**config.mk**
```make
export PLATFORM = sky130hd
export DESIGN_NAME = ex_mem_pipe_stage
export DESIGN_NICKNAME = d
export VERILOG_FILES = /design/src/rtl/ex_mem_pipe_stage_pkg.sv /design/src/rtl/pipe_skid_buffer.sv /design/src/rtl/ex_mem_pipe_stage.sv
export SDC_FILE = /design/constraint.sdc
export NUM_CORES = 1
export LEC_CHECK = 0
export CELL_PAD_IN_SITES_DETAIL_PLACEMENT = 2
export CELL_PAD_IN_SITES_GLOBAL_PLACEMENT = 2
export CORE_MARGIN = 2
export CORE_UTILIZATION = 27
export CTS_BUF_LIST = sky130_fd_sc_hd__clkbuf_8 sky130_fd_sc_hd__clkbuf_16
export DETAILED_ROUTE_END_ITERATION = 6
export PLACE_DENSITY = 0.87
export RECOVER_POWER = 50
export SLEW_MARGIN = 20
export SYNTH_ARGS = -nofsm -noshare
export SYNTH_HDL_FRONTEND = slang
export SYNTH_SLANG_ARGS = --single-unit
export TNS_END_PERCENT = 10
```
**constraint.sdc**
```tcl
create_clock -name clk -period 1.6 [get_ports clk]
set_clock_uncertainty 0.1 [all_clocks]
set_input_delay 0.48 -clock clk [delete_from_list [all_inputs] [get_ports clk]]
set_output_delay 0.48 -clock clk [all_outputs]
set_load 0.02 [all_outputs]
```
**src/rtl/ex_mem_pipe_stage_pkg.sv**
```systemverilog
// Shared definitions for the EX->MEM pipeline stage: default widths,
// writeback select encodings, the payload bundle and the skid buffer states.
package ex_mem_pipe_stage_pkg;

    localparam int XLEN_DEF       = 32;
    localparam int REG_ADDR_W_DEF = 5;
    localparam int RES_SRC_W_DEF  = 2;

    // Writeback mux select encodings carried in ResultSrc.
    typedef enum logic [RES_SRC_W_DEF-1:0] {
        RES_ALU = 2'b00,
        RES_MEM = 2'b01,
        RES_PC4 = 2'b10
    } result_src_e;

    // Payload bundle at default widths; field order matches the packed
    // vector built by the top level (control bits in the MSBs).
    typedef struct packed {
        logic                      reg_write;
        logic                      mem_write;
        logic [REG_ADDR_W_DEF-1:0] rd;
        logic [RES_SRC_W_DEF-1:0]  result_src;
        logic [XLEN_DEF-1:0]       alu_result;
        logic [XLEN_DEF-1:0]       write_data;
        logic [XLEN_DEF-1:0]       pc_plus4;
    } ex_mem_bundle_t;

    // Occupancy of the two-entry skid buffer.
    typedef enum logic [1:0] {
        SKID_EMPTY = 2'd0,
        SKID_ONE   = 2'd1,
        SKID_TWO   = 2'd2
    } skid_state_e;

    // Packed payload width for a given set of field widths.
    function automatic int bundle_width(input int xlen, input int reg_addr_w,
                                        input int res_src_w);
        return 2 + reg_addr_w + res_src_w + 3 * xlen;
    endfunction

endpackage

```
**src/rtl/pipe_skid_buffer.sv**
```systemverilog
// Generic ready/valid pipeline register with synchronous flush.
// SKID=1: two entries (main + skid) so the upstream ready is a flop and
// downstream backpressure never reaches upstream combinationally.
// SKID=0: a single entry whose upstream ready is combinational.
module pipe_skid_buffer
    import ex_mem_pipe_stage_pkg::*;
#(
    parameter int W    = 8,
    parameter bit SKID = 1'b1
) (
    input  logic         clk,
    input  logic         rst_n,
    input  logic         flush_i,
    input  logic         valid_i,
    output logic         ready_o,
    input  logic [W-1:0] data_i,
    output logic         valid_o,
    input  logic         ready_i,
    output logic [W-1:0] data_o
);

    if (SKID) begin : g_skid
        skid_state_e  state_q, state_d;
        logic [W-1:0] main_q, main_d;
        logic [W-1:0] skid_q, skid_d;
        logic         ready_q;
        logic         accept;
        logic         emit;

        assign accept = valid_i && ready_q;
        assign emit   = (state_q != SKID_EMPTY) && ready_i;

        // Occupancy transitions; the skid entry only fills when main is
        // stalled, and drains into main as soon as main is consumed.
        always_comb begin
            state_d = state_q;
            main_d  = main_q;
            skid_d  = skid_q;
            unique case (state_q)
                SKID_EMPTY: begin
                    if (accept) begin
                        state_d = SKID_ONE;
                        main_d  = data_i;
                    end
                end
                SKID_ONE: begin
                    if (accept && emit) begin
                        main_d = data_i;
                    end else if (accept) begin
                        state_d = SKID_TWO;
                        skid_d  = data_i;
                    end else if (emit) begin
                        state_d = SKID_EMPTY;
                    end
                end
                SKID_TWO: begin
                    if (emit) begin
                        state_d = SKID_ONE;
                        main_d  = skid_q;
                    end
                end
                default: state_d = SKID_EMPTY;
            endcase
            // Flush wins over any same-cycle transfer; held entries are dropped.
            if (flush_i) begin
                state_d = SKID_EMPTY;
                main_d  = main_q;
                skid_d  = '0;
            end
        end

        // State, payload and the registered upstream ready.
        always_ff @(posedge clk) begin
            if (!rst_n) begin
                state_q <= SKID_EMPTY;
                main_q  <= '0;
                skid_q  <= '0;
                ready_q <= 1'b1;
            end else begin
                state_q <= state_d;
                main_q  <= main_d;
                skid_q  <= skid_d;
                ready_q <= (state_d != SKID_TWO);
            end
        end

        assign ready_o = ready_q;
        assign valid_o = (state_q != SKID_EMPTY);
        assign data_o  = main_q;
    end else begin : g_reg
        logic         valid_q, valid_d;
        logic [W-1:0] main_q, main_d;
        logic         ready;
        logic         accept;

        assign ready  = !valid_q || ready_i;
        assign accept = valid_i && ready;

        // Single entry: load on accept, clear when drained without a refill.
        always_comb begin
            valid_d = valid_q;
            main_d  = main_q;
            if (accept) begin
                valid_d = 1'b1;
                main_d  = data_i;
            end else if (valid_q && ready_i) begin
                valid_d = 1'b0;
            end
            if (flush_i) begin
                valid_d = 1'b0;
                main_d  = main_q;
            end
        end

        // Entry valid flag and payload.
        always_ff @(posedge clk) begin
            if (!rst_n) begin
                valid_q <= 1'b0;
                main_q  <= '0;
            end else begin
                valid_q <= valid_d;
                main_q  <= main_d;
            end
        end

        assign ready_o = ready;
        assign valid_o = valid_q;
        assign data_o  = main_q;
    end

endmodule

```
**src/rtl/ex_mem_pipe_stage.sv**
```systemverilog
// EX->MEM pipeline stage with ready/valid handshake, flush and optional
// skid buffer. Packs the EX bundle, passes it through the buffer and
// unpacks it on the MEM side, gating the write enables with ValidM.
module ex_mem_pipe_stage
    import ex_mem_pipe_stage_pkg::*;
#(
    parameter int XLEN       = XLEN_DEF,
    parameter int REG_ADDR_W = REG_ADDR_W_DEF,
    parameter int RES_SRC_W  = RES_SRC_W_DEF,
    parameter bit SKID       = 1'b1
) (
    input  logic                  clk,
    input  logic                  rst_n,
    input  logic                  ValidE,
    output logic                  ReadyE,
    input  logic                  RegWriteE,
    input  logic                  MemWriteE,
    input  logic [REG_ADDR_W-1:0] RdE,
    input  logic [RES_SRC_W-1:0]  ResultSrcE,
    input  logic [XLEN-1:0]       ALUResultE,
    input  logic [XLEN-1:0]       WriteDataE,
    input  logic [XLEN-1:0]       PCPlus4E,
    input  logic                  FlushM,
    output logic                  ValidM,
    input  logic                  ReadyM,
    output logic                  RegWriteM,
    output logic                  MemWriteM,
    output logic [REG_ADDR_W-1:0] RdM,
    output logic [RES_SRC_W-1:0]  ResultSrcM,
    output logic [XLEN-1:0]       ALUResultM,
    output logic [XLEN-1:0]       WriteDataM,
    output logic [XLEN-1:0]       PCPlus4M
);

    localparam int PAY_W = bundle_width(XLEN, REG_ADDR_W, RES_SRC_W);

    logic [PAY_W-1:0] bundle_e;
    logic [PAY_W-1:0] bundle_m;
    logic             reg_write_raw;
    logic             mem_write_raw;

    assign bundle_e = {RegWriteE, MemWriteE, RdE, ResultSrcE,
                       ALUResultE, WriteDataE, PCPlus4E};

    pipe_skid_buffer #(
        .W    (PAY_W),
        .SKID (SKID)
    ) u_buf (
        .clk     (clk),
        .rst_n   (rst_n),
        .flush_i (FlushM),
        .valid_i (ValidE),
        .ready_o (ReadyE),
        .data_i  (bundle_e),
        .valid_o (ValidM),
        .ready_i (ReadyM),
        .data_o  (bundle_m)
    );

    assign {reg_write_raw, mem_write_raw, RdM, ResultSrcM,
            ALUResultM, WriteDataM, PCPlus4M} = bundle_m;

    // Bubbles must never write the register file or memory.
    assign RegWriteM = ValidM && reg_write_raw;
    assign MemWriteM = ValidM && mem_write_raw;

endmodule

```
Yosys cells after proc, flatten, opt, wreduce, memory -nomap -nowiden
Cells that the tools add are included.

word-level totals
  output and inout port bits = 107
  register bits = 213
  input bits = 110
  logic and storage cells = 35

cells by class
  equal/unequal tests = 6
  bitwise gates (word level) = 3
  muxes and demuxes = 11
  reductions and logical operators = 11

operator list
  cell                                                                      number
  105-bit 2-to-1 mux                                                        3
  105-bit case mux with 3 select lines                                      1
  2-bit 2-to-1 mux                                                          6
  2-bit by 1-bit inequality test with 1-bit output (second input constant)  3
  2-bit case mux with 3 select lines                                        1
  1-bit logical AND                                                         5
  5-bit AND reduction                                                       1
  1-bit inverter                                                            3
  3-bit AND reduction                                                       1
  3-bit nonzero test                                                        1
  2-bit by 1-bit == test with 1-bit output (second input constant)          1
  2-bit == test (second input constant)                                     1
  2-bit logical NOT                                                         1
  2-bit inequality test (second input constant)                             1
  2-bit nonzero test                                                        1
  2-bit OR reduction                                                        1

Depth between registers and ports, before layout
  depth after elaboration = 8
  depth in mapped cells = 7
  gate-level depth less buffers = 5

Modules after synthesis
Synthesis repeated with hierarchy kept, for this count alone.

unflattened totals
  cell total of the unflattened synthesis = 946
  area, all modules = 8604.5 µm²

modules (own cells, without submodules)
  module             cells each  sequential area each (µm²)  area an instance (µm²)  instances
  pipe_skid_buffer   944         4264.1                      8592.0                  1
  ex_mem_pipe_stage  2           0.0                         12.5                    1

Least setup slack after synthesis
No wires, ideal clock.

  path type = register to register
  start point = reg u_buf.g_skid.ready_q, in the netlist u_buf.ready_o
  end point = reg u_buf.g_skid.skid_q[15]
  buffers on the path = 3
  slack = -0.089 ns
  data required time = 1.368 ns
  stages on the path, launching flop included = 8
  arrival = 1.456 ns
  period minus slack after synthesis = 1.689 ns
  library setup time = 0.132 ns
  path through = dfxtp_1 -> nand3b_4 -> or3b_1 -> buf_2 -> buf_6 -> buf_6 -> nand2_1 -> a21oi_1

on the way
  longest elaborated chain between the ends = 4

ends and longest elaborated chain
  element                                   RTL line                text
  from (decl)                               pipe_skid_buffer.sv:26  logic ready_q;
  from (signal assigned)                    pipe_skid_buffer.sv:83  ready_q <= (state_d != SKID_TWO);
  1-bit logical AND (*)                     pipe_skid_buffer.sv:30  assign accept = valid_i && ready_q;
  1-bit logical AND                         pipe_skid_buffer.sv:47  if (accept && emit) begin
  1-bit inverter (no source line)           -
  3-bit AND reduction (no source line) (*)  -
  to (signal assigned)                      pipe_skid_buffer.sv:82  skid_q <= skid_d;
  to (decl)                                 pipe_skid_buffer.sv:25  logic [W-1:0] skid_q, skid_d;

Mark *: on every way between the ends. The rest lies on a longest branch, timed or not.
A chain may end at the register's enable or synchronous reset.

Worst setup path after layout
  start point = reg u_buf.g_skid.state_q[0]
  end point = out RegWriteM

on the way
  longest elaborated chain between the ends = 2

ends and longest elaborated chain
  element                 RTL line                 text
  from (decl)             pipe_skid_buffer.sv:23   skid_state_e state_q, state_d;
  from (signal assigned)  pipe_skid_buffer.sv:80   state_q <= state_d;
  2-bit nonzero test      pipe_skid_buffer.sv:88   assign valid_o = (state_q != SKID_EMPTY);
  1-bit logical AND       ex_mem_pipe_stage.sv:64  assign RegWriteM = ValidM && reg_write_raw;
  to (decl)               ex_mem_pipe_stage.sv:26  output logic RegWriteM,

Every way passes these cells.

==> flow_summary.ini <==
[outcome]
outcome = complete, but fails checks
violations = setup timing

[place]
pre_cts_ws_ns = -0.7416
place_inst = 1589
routabilityCongestion = 0.7371
io_buffers = 216
dp_hpwl_um = 21070
placed_area_mm2 = 0.01179

[grt]
grt_pass1_wl_um = 48440
gr-usage-met3_pct = 4.417
grt_usage_pct = 16.73
grt_max_degree = 56
grt_busiest_layer = met2
grt_pass1_vias = 8587
met2_usage_pct = 29.46
use_met1_pct = 20.09
antenna_found_initial = 6
gr-total-overflow = 0

[clock_tree]
cts_tree = yes
clkTransAtPathRegs_ns = 0.06
cts_root_buf = clkbuf_16
insertion_delay_ns = 0.53
cts_made_buffers = 25
clk_path_buf_depth = 3
cts_max_level = 1
cts.sinks = 213
cts_hold_buffers = 0

[timing]
fin_setup_tns_ns = -48.16
finalMaxSlewViolations = 0
hold_ws_ns = 0.3329
hold_viol = 0
setup_viol = 214
tightest_slew_ns = 0.3299
rsz0062_at_grt = true
fmax_mhz = 503.6
setup_ws_ns = -0.3859
max-slew-margin-rel_pct = 78.00
finalCriticalPeriod_ns = 1.986
period_share_pct = 124.1

[worst_setup_path]
start_kind = flop
crit_family = simple AND/OR/NAND/NOR gates
crit_fanout = 3
critPathRequiredTime_ns = 1.02
worst-path-buf-inv = 1
r2r_slack_ns = -0.32
arrival_ns = 1.41
worstPathCellList = or2_4 > and2_4 > buf_6
cp-end-kind = output pin
critPathKind = reg -> out
slowest_delay_ns = 0.32
crit_path_top_delay_cell = dfxtp_2

[synthesis]
synth-seq-cells = 213
synthMuxAreaShare_pct = 11.25
syn-instance-count = 1048
synth_xor_area_share_pct = 0
ys_types = 22
ys_warn_count = 0
ys_seq_area_share_pct = 45.23
synthAdderAreaFrac_pct = 0
synthesis.nets = 1158
synth_area_mm2 = 0.009428
synth_top_family_by_area = compound AO/OA/AOI/OAI gates
yosys.area_share.simple_pct = 13.63
synth_compound_area_share_pct = 17.13
avgSynthCellArea_um2 = 8.996

[route]
wire_per_inst_um = 21.03
wl_um = 34740
dr.pass1.iters = 4
vias = 7952
antenna_left = 0
routed_via_density = 4.814
drc = 0
drt_iter0_drc = 233

[finish]
multiInputGateArea_mm2 = 0.004478
drive_gt1_share_pct = 37.12
utilization_pct = 39.70
final_cell_mix = nand2_1, buf_6, clkdlybuf4s50_1
final_nets = 1288
final_area_mm2 = 0.01368
finalNonFillerCells = 1652
area_delta_synth_final_pct = 45.11
seq_area_mm2 = 0.004404
final_common_cell = nand2_1
fillers = 3562

[job]
cap_viol_max_count = 0

[power_and_ir_drop]
ir_worst_vdd_mv = 0.7296
power_mw = 13.30
power.leakage_nw = 6.833
powerDensity_mw_per_mm2 = 972.1

[floorplan]
start_util_pct = 27.36
die_w_um = 190.9
core_mm2 = 0.03446
die_h_um = 190.9
io_pins = 217
die_area_mm2 = 0.03643
num_rows = 68

[hold_path]
hp-class = in -> reg
## synth_stat cells
cell        n  area [um2]
and2_1      2       12.51
buf_2      34       170.2
mux2i_1   106        1061
buf_4     111       833.3
nor2b_1     2       12.51
a21boi_0    1       7.510
or2_2       1       6.260
o32ai_2     1       16.27
clkbuf_1   34       127.6
nor2_1      1       3.750
nand3b_4    1       20.02
nor3b_2     1       12.51
a211o_1     1       8.760
o22ai_1     1       6.260
inv_2       1       3.750
dfxtp_1   213        4264
o211a_1   105        1051
nand2_1   317        1190
or3b_1      1       8.760
nand2b_1    3       18.77
buf_6       6       67.56
a21oi_1   105       525.5
## layer usage
metal  up-vias  routed length (um)
li1       3697                   -
met1      3991               14330
met2       196               17560
met3        60                1967
met4         8                 835
met5         -                  50
## report_power, final
part | internal, mW | total [mW] | switching (mW)
logic | 1.01 | 1.97 | 0.956
clock network | 3.22 | 5.61 | 2.38
registers | 5.55 | 5.73 | 0.175
## cells by family after synthesis
family / count (synthesis)
compound gates: 214
buf+inv: 186
flops: 213
mux: 106
simple gates: 329
## what timing repair did
| action | in CTS | in global routing |
|---|---|---|
| resized for setup | 766 | 136 |
| setup endpoints to repair | 317 | 279 |
| pin swaps | 3 | 43 |
| endpoints found under the hold margin | 0 | 0 |
| cloned | 0 | 9 |
| setup buffers | 4 | 4 |
## registers in the layout (all words and copies together) (netlist names)
| name | flops |
|---|---|
| u_buf.data_o | 105 |
| u_buf.g_skid.skid_q | 105 |
| u_buf.g_skid.state_q | 2 |
| u_buf.ready_o | 1 |
## area by class of cell
class	instances	share of cell area (%)
Antenna cell	1	0.01829
Clock buffer	30	5.076
Clock inverter	15	0.7042
Inverter	1	0.02744
Multi-Input combinational cell	649	32.73
Sequential cell	213	32.19
Tap cell	455	4.161
Timing Repair Buffer	288	25.09
## worst paths after layout
| path | from | end | cells after the start |
|---|---|---|---|
| worst max-delay path | u_buf.g_skid.state_q[0] | RegWriteM | 3 |
| worst min-delay path | rst_n | u_buf.g_skid.skid_q[68] | 3 |
| worst max register to register | u_buf.g_skid.state_q[1] | u_buf.g_skid.skid_q[14] | 8 |
| worst min register to register | u_buf.g_skid.skid_q[47] | u_buf.g_skid.skid_q[47] | 2 |
## tightest hold or removal path: cells and delay by family
family	cells	cell delay (ns)
AND/OR/NAND/NOR	1	0.22
AO/OA/AOI/OAI	1	0.07
buffers and inverters	1	0.14
No activity file was read; power rests on OpenSTA's default activity.
